===== src/rtl/nes_clock_sched.sv =====
// ---------------------------------------------------------------------------
// nes_clock_sched
//
// Clock-enable scheduler for the NES core on the MMCM master clock.
// Startup waits for MMCM lock.
// One master-cycle counter (mc) produces the PPU and CPU clock enables, so
// the two enables can never drift apart.
// The block also produces the CPU M2 phase and a debug pause/single-step
// facility.
//
// Optional feature macro: NES_DEBUG_STEP_EN
//   defined   -> PAUSED and STEP states exist; run / step_req / step_ack live
//   undefined -> run and step_req ignored, step_ack tied 0, startup always
//                exits straight to free-running
//
// Ports:
//   clk_mst     in   master clock (only clock in the block)
//   rst         in   synchronous active-high reset
//   pll_locked  in   MMCM lock, asynchronous, synchronized internally
//   run         in   1 = free-run, 0 = pause at next CPU-period boundary
//   step_req    in   pulse: while paused, run exactly one CPU period
//   step_ack    out  pulse in the first paused cycle after a completed step
//   ce_ppu      out  PPU clock enable (one master cycle wide)
//   ce_cpu      out  CPU clock enable (one master cycle wide)
//   m2          out  CPU M2 phase level
//   cpu_cycles  out  number of ce_cpu pulses issued, wraps modulo 2^32
// ---------------------------------------------------------------------------
module nes_clock_sched #(
    parameter int PPU_DIV        = 4,
    parameter int CPU_DIV        = 12,
    parameter int CPU_PHASE      = 0,
    parameter int M2_LOW         = 5,
    parameter int STARTUP_CYCLES = 16
) (
    input  logic        clk_mst,
    input  logic        rst,
    input  logic        pll_locked,
    input  logic        run,
    input  logic        step_req,
    output logic        step_ack,
    output logic        ce_ppu,
    output logic        ce_cpu,
    output logic        m2,
    output logic [31:0] cpu_cycles
);

    localparam int MC_W = (CPU_DIV > 1) ? $clog2(CPU_DIV) : 1;
    localparam int SU_W = $clog2(STARTUP_CYCLES + 1);

    // The RESET_WAIT cycle that first sees lock_s high counts as the first
    // wait cycle.
    // STARTUP therefore lasts STARTUP_CYCLES-1 cycles.
    // This makes pll_locked-to-first-RUN exactly 2 + STARTUP_CYCLES clocks.
    localparam int SU_EXIT = (STARTUP_CYCLES > 2) ? STARTUP_CYCLES - 2 : 0;

    localparam logic [MC_W-1:0] MC_LAST = MC_W'(CPU_DIV - 1);

    typedef enum logic [2:0] {
        ST_RESET_WAIT = 3'd0,
        ST_STARTUP    = 3'd1,
        ST_RUN        = 3'd2,
        ST_PAUSED     = 3'd3,
        ST_STEP       = 3'd4
    } state_t;

    state_t          state;
    state_t          nxt_state;
    logic [MC_W-1:0] mc;
    logic [MC_W-1:0] nxt_mc;
    logic [SU_W-1:0] su_cnt;
    logic [SU_W-1:0] nxt_su;
    logic            lock_meta;
    logic            lock_s;
    logic            nxt_counting;
    logic            ppu_hit;
    logic            cpu_hit;
    logic            m2_calc;
    logic [31:0]     m2_off;
    logic            step_done;

`ifndef NES_DEBUG_STEP_EN
    logic unused_debug_inputs;
    assign unused_debug_inputs = run ^ step_req;
`endif

    // Next state and next counter value.
    // The outputs are registered from these values, so each output matches
    // the state and mc of the same cycle.
    // Losing lock takes priority over every state.
    always_comb begin
        nxt_state = state;
        nxt_mc    = mc;
        nxt_su    = su_cnt;
        step_done = 1'b0;
        if (!lock_s) begin
            nxt_state = ST_RESET_WAIT;
            nxt_mc    = '0;
            nxt_su    = '0;
        end else begin
            case (state)
                ST_RESET_WAIT: begin
                    nxt_state = ST_STARTUP;
                    nxt_mc    = '0;
                    nxt_su    = '0;
                end
                ST_STARTUP: begin
                    if (su_cnt == SU_W'(SU_EXIT)) begin
                        nxt_mc = '0;
`ifdef NES_DEBUG_STEP_EN
                        nxt_state = run ? ST_RUN : ST_PAUSED;
`else
                        nxt_state = ST_RUN;
`endif
                    end else begin
                        nxt_su = su_cnt + SU_W'(1);
                    end
                end
                ST_RUN: begin
                    // A pause request only takes effect at the period
                    // boundary, so the current CPU period always completes.
                    if (mc == MC_LAST) begin
                        nxt_mc = '0;
`ifdef NES_DEBUG_STEP_EN
                        if (!run) nxt_state = ST_PAUSED;
`endif
                    end else begin
                        nxt_mc = mc + MC_W'(1);
                    end
                end
`ifdef NES_DEBUG_STEP_EN
                ST_PAUSED: begin
                    if (run)           nxt_state = ST_RUN;
                    else if (step_req) nxt_state = ST_STEP;
                end
                ST_STEP: begin
                    if (mc == MC_LAST) begin
                        nxt_mc    = '0;
                        nxt_state = ST_PAUSED;
                        step_done = 1'b1;
                    end else begin
                        nxt_mc = mc + MC_W'(1);
                    end
                end
`endif
                default: begin
                    nxt_state = ST_RESET_WAIT;
                    nxt_mc    = '0;
                    nxt_su    = '0;
                end
            endcase
        end
    end

    // Enable and M2 decode from the upcoming mc.
    // The M2 offset is measured from the ce_cpu position.
    // M2 is low for the first M2_LOW cycles of that offset.
    always_comb begin
        nxt_counting = (nxt_state == ST_RUN) || (nxt_state == ST_STEP);
        ppu_hit      = (32'(nxt_mc) % 32'(PPU_DIV)) == 32'd0;
        cpu_hit      = (nxt_mc == MC_W'(CPU_PHASE));
        m2_off       = (32'(nxt_mc) + 32'(CPU_DIV - CPU_PHASE)) % 32'(CPU_DIV);
        m2_calc      = (m2_off >= 32'(M2_LOW));
    end

    // The state register, lock synchronizer and all registered outputs.
    // In PAUSED, m2 keeps its last level.
    // In RESET_WAIT and STARTUP, m2 is driven low.
    always_ff @(posedge clk_mst) begin
        if (rst) begin
            lock_meta  <= 1'b0;
            lock_s     <= 1'b0;
            state      <= ST_RESET_WAIT;
            mc         <= '0;
            su_cnt     <= '0;
            ce_ppu     <= 1'b0;
            ce_cpu     <= 1'b0;
            m2         <= 1'b0;
            cpu_cycles <= 32'd0;
        end else begin
            lock_meta  <= pll_locked;
            lock_s     <= lock_meta;
            state      <= nxt_state;
            mc         <= nxt_mc;
            su_cnt     <= nxt_su;
            ce_ppu     <= nxt_counting && ppu_hit;
            ce_cpu     <= nxt_counting && cpu_hit;
            cpu_cycles <= cpu_cycles + {31'd0, nxt_counting && cpu_hit};
            if (nxt_counting)                m2 <= m2_calc;
            else if (nxt_state != ST_PAUSED) m2 <= 1'b0;
        end
    end

`ifdef NES_DEBUG_STEP_EN
    // step_ack fires only when a step runs to completion.
    // If lock is lost during a step, the next state is RESET_WAIT rather
    // than PAUSED, so no acknowledge is produced.
    always_ff @(posedge clk_mst) begin
        if (rst) step_ack <= 1'b0;
        else     step_ack <= step_done;
    end
`else
    assign step_ack = 1'b0;
`endif

endmodule


===== config.mk =====
export PLATFORM = sky130hd
export DESIGN_NAME = nes_clock_sched
export DESIGN_NICKNAME = d
export VERILOG_FILES = /design/src/rtl/nes_clock_sched.sv
export SDC_FILE = /design/constraint.sdc
export NUM_CORES = 1
export LEC_CHECK = 0
export ABC_AREA = 0
export BUFFER_PORTS_ARGS = -buffer_cell sky130_fd_sc_hd__buf_2
export CAP_MARGIN = 25
export CORE_MARGIN = 10
export CORE_UTILIZATION = 55
export DETAILED_ROUTE_END_ITERATION = 10
export PLACE_DENSITY = 0.79
export RECOVER_POWER = 100
export REMOVE_ABC_BUFFERS = 1
export SKIP_CTS_REPAIR_TIMING = 1
export SYNTH_ARGS = -nofsm -noshare
export SYNTH_HDL_FRONTEND = slang
export SYNTH_SLANG_ARGS = --single-unit

===== constraint.sdc =====
create_clock -name clk_mst -period 3.5 [get_ports clk_mst]
set_input_delay 0.7 -clock clk_mst [delete_from_list [all_inputs] [get_ports clk_mst]]
set_output_delay 0.7 -clock clk_mst [all_outputs]
set_load 0.02 [all_outputs]

After elaboration in Yosys (flattened, before gate mapping)
Cells that the tools add are included.
{ "word_totals": {"regBits": 49, "in_bits": 5} }
{ "classes": {"n_div": 1, "n_reduce_logical": 9, "addsub": 4, "order_cmp": 1, "n_mux": 11, "bitwise": 2, "n_eq_ne": 8} }
{ "op_table": {"columns": ["op", "n"], "rows": [
  ["32-bit by 1-bit adder with 32-bit output", 1],
  ["32-bit by 3-bit greater-or-equal comparator with 1-bit output (second input constant)", 1],
  ["32-bit zero test", 1],
  ["32-bit by 4-bit modulo with 32-bit output (second input constant)", 1],
  ["4-bit 2-to-1 mux", 3],
  ["5-bit one-hot mux with 2 select lines", 1],
  ["3-bit one-hot mux with 3 select lines", 1],
  ["4-bit one-hot mux with 2 select lines", 1],
  ["3-bit by 2-bit equality test with 1-bit output (second input constant)", 2],
  ["3-bit 2-to-1 mux", 2],
  ["4-bit by 4-bit adder with 5-bit output (second input constant)", 1],
  ["5-bit by 1-bit adder with 5-bit output (second input constant)", 1],
  ["5-bit by 4-bit equality test with 1-bit output (second input constant)", 1],
  ["5-bit 2-to-1 mux", 1],
  ["4-bit by 1-bit adder with 4-bit output (second input constant)", 1],
  ["4-bit equality test (second input constant)", 1],
  ["4-bit zero test", 1],
  ["3-bit by 1-bit equality test with 1-bit output (second input constant)", 1],
  ["3-bit equality test (second input constant)", 1],
  ["3-bit zero test", 1],
  ["3-bit by 2-bit inequality test with 1-bit output (second input constant)", 1],
  ["1-bit logical AND", 2],
  ["1-bit 2-to-1 mux", 2],
  ["2-bit inequality test (second input constant)", 1],
  ["other kinds (5)", 6]
]} }

Logic depth before layout (Yosys ltp)
Gate-level depths: netlist of run 1.
{ "depth": {"word_depth": 8, "mapped_depth": 17} }

Worst setup path after synthesis of run 1
No wires, ideal clock.
{ "synth_path": {"kind": "reg2reg", "start": "register mc[0]", "end": "register cpu_cycles[28]", "arrival_ns": 2.943, "period_less_slack_ns": 3.071, "required_time_ns": 3.372, "n_path_buf": 0, "path_stages_with_launch": 16, "setup_slack_ns": 0.429, "setup_time_ns": 0.128, "path_cell_list": "dfxtp_1 > ha_1 > nor3b_1 > o211ai_1 > nand2_1 > inv_1 > ha_1 > nand2_1 > nor2_1 > ha_1 > ha_1 > nand3_1 > nor4_4 > nand4_1 > xor2_1 > nor2_1"} }
{ "synth_between": {"elab_chain_len": 7, "elab_cells_between_ends": 9, "cone_classes": "add/sub (2); eq/ne (1); mux (4); reduce/logical (2)"} }
{ "synth_lines": {"columns": ["item", "line", "text"], "rows": [
  ["start, declared", "68", "logic [MC_W-1:0] mc;"],
  ["start signal, assigned", "183", "mc <= nxt_mc;"],
  ["4-bit by 1-bit adder with 4-bit output or 4-bit equality test (tied branches)", "127, 121", null],
  ["4-bit 2-to-1 mux (*)", "121", "if (mc == MC_LAST) begin"],
  ["4-bit one-hot mux with 2 select lines (*)", "100", "case (state)"],
  ["4-bit 2-to-1 mux (*)", "95", "if (!lock_s) begin"],
  ["via nxt_mc[2]", "69", "logic [MC_W-1:0] nxt_mc;"],
  ["4-bit zero test (*)", "160", "cpu_hit = (nxt_mc == MC_W'(CPU_PHASE));"],
  ["1-bit logical AND (*)", "187", "cpu_cycles <= cpu_cycles + {31'd0, nxt_counting && cpu_hit};"],
  ["32-bit by 1-bit adder with 32-bit output (*)", "187", null],
  ["end signal, assigned", "187", null],
  ["end, declared", "44", "output logic [31:0] cpu_cycles"]
]} }
The timed path passes the listed nets; every way through them passes the cells marked *.
A chain may end at the register's enable or synchronous reset.

Final worst setup path of run 1
{ "layout_path": {"start": "register su_cnt[0]", "end": "register cpu_cycles[22]"} }
{ "layout_between": {"elab_chain_len": 8, "elab_cells_between_ends": 13, "cone_classes": "add/sub (1); eq/ne (3); mux (6); reduce/logical (3)"} }
{ "layout_lines": {"columns": ["item", "line", "text"], "rows": [
  ["start, declared", "70", "logic [SU_W-1:0] su_cnt;"],
  ["start signal, assigned", "184", "su_cnt <= nxt_su;"],
  ["5-bit by 4-bit equality test with 1-bit output (*)", "107", "if (su_cnt == SU_W'(SU_EXIT)) begin"],
  ["3-bit 2-to-1 mux", "107", null],
  ["3-bit one-hot mux with 3 select lines", "100", null],
  ["3-bit 2-to-1 mux", "95", null],
  ["3-bit by 2-bit equality test with 1-bit output or 3-bit equality test (tied branches)", "158", "nxt_counting = (nxt_state == ST_RUN) || (nxt_state == ST_STEP);"],
  ["1-bit logical OR", "158", null],
  ["1-bit logical AND (*)", "187", null],
  ["32-bit by 1-bit adder with 32-bit output (*)", "187", null]
]} }
Mark *: on every way between the ends. The rest lies on a longest branch, timed or not.

==> out/results.ini, run 1 <==
[die]
fp.coreArea_um2 = 4090
rows = 23
io_pins = 41
die_h_um = 85.5
die_x_um = 85.5
initial_core_util = 0.578
dieArea_um2 = 7310

[setup_path]
crit_top_cell = ha_1
critPathKind = reg -> reg
endpoint_kind = flip-flop
critPathRequiredTime_ns = 3.68
cp.arrival_ns = 3.38
path_cells = inv_1 -> ha_1 -> and4b_1 -> nor3_2 -> a31oi_1 -> o21ai_0 -> nand2_1 -> ha_1 -> nand2_1 -> nor2_1 -> ha_2 -> ha_1 -> nand3_1 -> nor4_4 -> buf_4 -> nand4_1 -> xor2_1 -> nor2_1
worstPathMaxFanout = 5
cp-start-kind = flip-flop
crit_slowest_cell = dfxtp_1
critPathMaxStageDelay_ns = 0.32

[placed_design]
place_ws_ns = 0.0587
place.detailed.hpwl_mm = 3.63
postPlaceCellArea_um2 = 2630
port-buffer-count = 37
gp_congestion = 0.783

[outcome]
status = finished, final reports clean

[final_layout]
regArea_um2 = 982
final_util = 0.654
drive_gt1_frac = 0.0772
layout_common_cells = dfxtp_1 (48), nor2_1 (40), clkbuf_1 (39)
syn2layout_area_growth_pct = 13.1
design_area_um2 = 2670
final_nets = 325
final_common_cell = dfxtp_1
fill_cells = 362
multiInputGateArea_um2 = 1320
antenna_cells = 0

[synth]
syn_area_um2 = 2360
syn-instance-count = 265
synth_cell_types = 43
yosys_warnings = 0
synth_ff_type = dfxtp_1
synth_edf_count = 0
ys_async_sr_fraction = 0
syn_area_per_cell_um2 = 8.91
yosysSeqAreaShare = 0.415
synth_seq_cells = 49

[timing]
clock.fmax_mhz = 312
setup_slack_ns = 0.297
tns_ns = 0
worst_slew_pin_slew_ns = 0.640
setup_viol = 0
hold_viol = 0
slew_viol_final = 0
relSlewSlack = 0.572
post-route-min-period_ns = 3.20
finClkSkew_ns = 0.00341
rsz0062_at_grt = false
post-route-period-util = 0.915

[global_route]
grt_pass1_vias = 1868
track_usage = 0.135
gr-total-overflow = 0
grt_pass1_wl_mm = 8.39
grt_max_degree = 35
grt_antenna_before_repair = 0

[pwr]
share_comb_of_total_power = 0.013
p_sw_uw = 188
swShare = 0.212
p_per_area_nw_per_um2 = 333
p_int_uw = 700
clkPwrFrac = 0.355
p_leak_uw = 0.00103
ir_drop_v = 0.000167
power_frac_seq = 0.632
total_power_uw = 888

[run]
cap_violations = 0

[clock_tree]
clockBufferDepth = 2
root_buffer = clkbuf_8
tritoncts = done
clk_pin_slew_ns = 0.08
clock_latency_ns = 0.29
cts_buffers = 5
cts.sinks = 49
htreeDepth = 2

[route]
wirelength_mm = 4.86
dr.pass1.iters = 4
remaining_drc_errors = 0
vias = 1982
ant_nets = 0
viasPerCell = 5.49
drt_iter0_drc = 112
post_drt_wl_per_cell_um = 13.4

[min_path]
hp-class = reg -> reg

area by class of cell:
type                            count  area share
Sequential cell                    49       0.368
Timing Repair Buffer               46      0.0749
Multi-Input combinational cell    201       0.492
Tap cell                           50      0.0234
Clock buffer                        6      0.0272
Inverter                            8      0.0112
Clock inverter                      1     0.00328
cell families after synthesis:
logic type	share of synthesized area
flops	0.415
compound gates	0.0774
buf+inv	0.0276
simple gates	0.324
mux	0.00954
xor+xnor	0.0965
fa+ha+maj	0.0477
other cells	0.00159
registers in the layout, summed over array words and instances (netlist names):
register	flops
cpu_cycles	32
lock_s	1
su_cnt	5
lock_meta	1
mc	4
ce_cpu	1
ce_ppu	1
m2	1
state	3
through the flow:
step | hold slack [ns] | instances
finish | 0.440 | 361
CTS | 0.440 | 359
floorplan | 0.414 | 258
global route | 0.469 | 361
global placement | 0.420 | 352
detailed placement | 0.420 | 352
worst max-delay path, delay by kind of cell, from the launching register on:
family                     cells  cell delay [ns]
and+or+nand+nor                9             1.30
adders and majority gates      4             0.80
DFF                            1             0.32
AOI/OAI and AO/OA              2             0.28
buffers and inverters          2             0.23
xor gates and xnor gates       1             0.16
cell usage after synthesis (2+ instances only):
| library cell | n | area share |
|---|---|---|
| ha_1 | 9 | 0.048 |
| a31oi_1 | 3 | 0.0079 |
| nand4_4 | 2 | 0.018 |
| inv_1 | 8 | 0.013 |
| nand3b_1 | 4 | 0.013 |
| o21ai_0 | 7 | 0.015 |
| nand2b_1 | 3 | 0.0079 |
| nand2_1 | 17 | 0.027 |
| nor2_1 | 40 | 0.064 |
| and4_1 | 4 | 0.015 |
| xor2_1 | 20 | 0.074 |
| nor3_1 | 2 | 0.0042 |
| and3_1 | 4 | 0.011 |
| or3_1 | 5 | 0.013 |
| a21oi_1 | 11 | 0.023 |
| nand3_1 | 16 | 0.034 |
| a21o_1 | 2 | 0.0064 |
| mux2_2 | 2 | 0.0095 |
| dfxtp_1 | 49 | 0.42 |
| clkbuf_1 | 6 | 0.0095 |
| nand4b_1 | 2 | 0.0074 |
| and2_1 | 4 | 0.011 |
| nor4_4 | 2 | 0.018 |
| xnor2_1 | 6 | 0.022 |
| nand4_1 | 11 | 0.029 |
| nor2b_1 | 6 | 0.016 |
| nor3b_1 | 4 | 0.013 |
path summary, 6_finish.rpt:
check	from	endpoint	slack [ns]	depth (start not counted)
hold reg to reg	lock_meta$_SDFF_PP0_	lock_s$_SDFF_PP0_	0.44	1
setup / recovery	su_cnt[0]$_SDFFE_PP0P_	cpu_cycles[22]$_SDFF_PP0_	0.30	18
setup reg to reg	su_cnt[0]$_SDFFE_PP0P_	cpu_cycles[22]$_SDFF_PP0_	0.30	18
hold / removal	lock_meta$_SDFF_PP0_	lock_s$_SDFF_PP0_	0.44	1
metal layers:
metal,track usage,vias to the layer above,part of all wire
li1,-,1012,-
met1,0.158,937,0.46
met2,0.230,27,0.49
met3,0.0369,6,0.040
met4,0.0464,0,0.0095
met5,0,-,0
power groups by stage:
stage                     clock network, uW  logic, uW  registers (uW)
after floorplan                           0       3.56             574
after global placement                    0       12.2             574
after detailed placement                  0       12.1             574
after CTS                               322       12.2             561
after global routing                    341       13.4             562
final                                   315       11.9             561
(Power assumes the default switching activity.)
==> run 2: changes to the inputs <==
Settings changed: HOLD_SLACK_MARGIN set to 0.08, PLACE_DENSITY 0.79 to unset, PLACE_DENSITY_LB_ADDON set to 0.08.
==> out/results.ini, run 2 (same netlist as run 1, synthesis figures left out) <==
[outcome]
status = finished, final reports clean

[placed_design]
gp_congestion = 0.777  ; -0.75%
port-buffer-count = 37  ; unchanged
place.detailed.hpwl_mm = 3.59  ; -1.3%
place_ws_ns = -0.0124  ; -0.0711 ns
postPlaceCellArea_um2 = 2620  ; -0.29%

[min_path]
hp-class = reg -> reg
hold_path_depth = 1  ; unchanged
hold_end = lock_s$_SDFF_PP0_
worstHoldStart = lock_meta$_SDFF_PP0_

[setup_path]
r2r-end = cpu_cycles[10]$_SDFF_PP0_
reg2regPathDepth = 18  ; unchanged
critPathRequiredTime_ns = 3.70  ; +0.02 ns
cp-start-kind = flip-flop
r2r_start = su_cnt[0]$_SDFFE_PP0P_
cp.arrival_ns = 3.39  ; about the same
worstPathMaxFanout = 5  ; unchanged
endpoint_kind = flip-flop
critPathKind = reg -> reg
r2r_slack_ns = 0.31  ; about the same

[final_layout]
largest-register = cpu_cycles
drive_gt1_frac = 0.206  ; +0.129
final_util = 0.678  ; +0.0242
layout_common_cells = dfxtp_1 (49), nor2_1 (40), buf_2 (37)
antenna_cells = 0  ; unchanged
reg.largest.list = cpu_cycles x32, su_cnt x5, mc x4
final_nets = 324  ; -0.31%
largest_reg_flops = 32  ; unchanged
syn2layout_area_growth_pct = 17.3
final_common_cell = dfxtp_1
design_area_um2 = 2770  ; +3.7%

[clock_tree]
tritoncts = done
cts.sinks = 49  ; unchanged
cts_buffers = 5  ; unchanged
clk_pin_slew_ns = 0.09  ; about the same
clock_latency_ns = 0.31  ; +0.02 ns
clockBufferDepth = 2  ; unchanged
root_buffer = clkbuf_8
htreeDepth = 2  ; unchanged

[global_route]
grt_max_degree = 35  ; unchanged
track_usage = 0.136  ; +0.00124
grt_pass1_vias = 1886  ; +0.96%
grt_pass1_wl_mm = 8.38  ; -0.17%
gr-total-overflow = 0  ; unchanged
grt_antenna_before_repair = 0  ; unchanged

[die]
die_x_um = 85.5  ; unchanged
initial_core_util = 0.578  ; unchanged
dieArea_um2 = 7310  ; unchanged
fp.coreArea_um2 = 4090  ; unchanged
die_h_um = 85.5  ; unchanged
rows = 23  ; unchanged
io_pins = 41  ; unchanged

[timing]
timing.hold.ws_ns = 0.441  ; +0.00157 ns
finClkSkew_ns = 0.00711  ; +0.00370 ns
slew_viol_final = 0  ; unchanged
setup_slack_ns = 0.308  ; +0.0113 ns
post-route-period-util = 0.912  ; -0.00324
rsz0062_at_grt = true
post-route-min-period_ns = 3.19  ; -0.0113 ns
hold_viol = 0  ; unchanged
setup_viol = 0  ; unchanged
tns_ns = 0  ; unchanged
clock.fmax_mhz = 313  ; +0.35%

[route]
viasPerCell = 5.37  ; -2.1%
drt_iter0_drc = 83  ; -26%
post_drt_wl_per_cell_um = 13.7  ; +2.0%
remaining_drc_errors = 0  ; unchanged
dr.pass1.iters = 4  ; unchanged
ant_nets = 0  ; unchanged
vias = 1940  ; -2.1%
wirelength_mm = 4.95  ; +2.0%

[pwr]
ir_drop_v = 0.000260  ; +56%
p_per_area_nw_per_um2 = 358  ; +7.7%
p_leak_uw = 0.00122  ; +19%

[run]
cap_violations = 0  ; unchanged

-- run 2: cell count changes in the layout (fill, tap and decap cells not counted), sizes merged --
| cell | before | now |
|---|---|---|
| clkbuf | 45 | 7 |
| bufinv | 0 | 1 |
| clkinv | 1 | 0 |
| buf | 7 | 45 |
-- run 2: worst max path at each step --
stage                           startpoint                   endpoint  slack (ns)  depth (start not counted)
global route        su_cnt[1]$_SDFFE_PP0P_  cpu_cycles[29]$_SDFF_PP0_       -0.04                         15
finish              su_cnt[0]$_SDFFE_PP0P_  cpu_cycles[10]$_SDFF_PP0_        0.31                         18
global placement    su_cnt[1]$_SDFFE_PP0P_  cpu_cycles[30]$_SDFF_PP0_        0.04                         16
CTS                 su_cnt[1]$_SDFFE_PP0P_  cpu_cycles[30]$_SDFF_PP0_       -0.04                         16
detailed placement  su_cnt[1]$_SDFFE_PP0P_  cpu_cycles[30]$_SDFF_PP0_       -0.01                         16
floorplan                 mc[0]$_SDFF_PP0_  cpu_cycles[28]$_SDFF_PP0_        0.44                         15
-- run 2: cell type report --
class	count	area (um2)
multi-input combinational	201	1330
sequential	49	981
fill	348	1320
inverter	8	30.0
timing repair buffer	45	249
clock buffer	7	86.3
clock inverter	1	30.0
tap	50	62.6
-- run 2: worst max-delay path, cell delays in order, from the launching register on --
cell,delay [ns]
dfxtp_1,0.34
inv_1,0.05
ha_1,0.19
and4b_1,0.24
nor3_2,0.27
a31oi_1,0.07
o21ai_0,0.29
nand2_1,0.14
ha_1,0.26
nand2_1,0.09
nor2_1,0.06
ha_2,0.19
ha_1,0.20
nand3_1,0.15
buf_4,0.17
nor2_1,0.06
nand3_1,0.10
xor2_1,0.16
nor2_1,0.05
-- run 2: layer usage --
metal	GRT usage	up-vias	wire length [um]
met2	0.223	32	2300
met3	0.0501	6	228
met5	0	-	0
met4	0.0479	0	49
met1	0.158	891	2370
li1	-	1011	-
-- run 2: power breakdown --
group	switching [uW]	internal, uW
registers	2.93	559
clock network	186	233
logic	9.19	3.04
-- run 2: through the flow --
| step | std cells | power (uW) |
|---|---|---|
| 2_1_floorplan | 258 | 577 |
| 3_3_place_gp | 351 | 587 |
| 3_5_place_dp | 351 | 587 |
| 4_1_cts | 359 | 1000 |
| 5_1_grt | 361 | 1030 |
| 6_report | 361 | 993 |
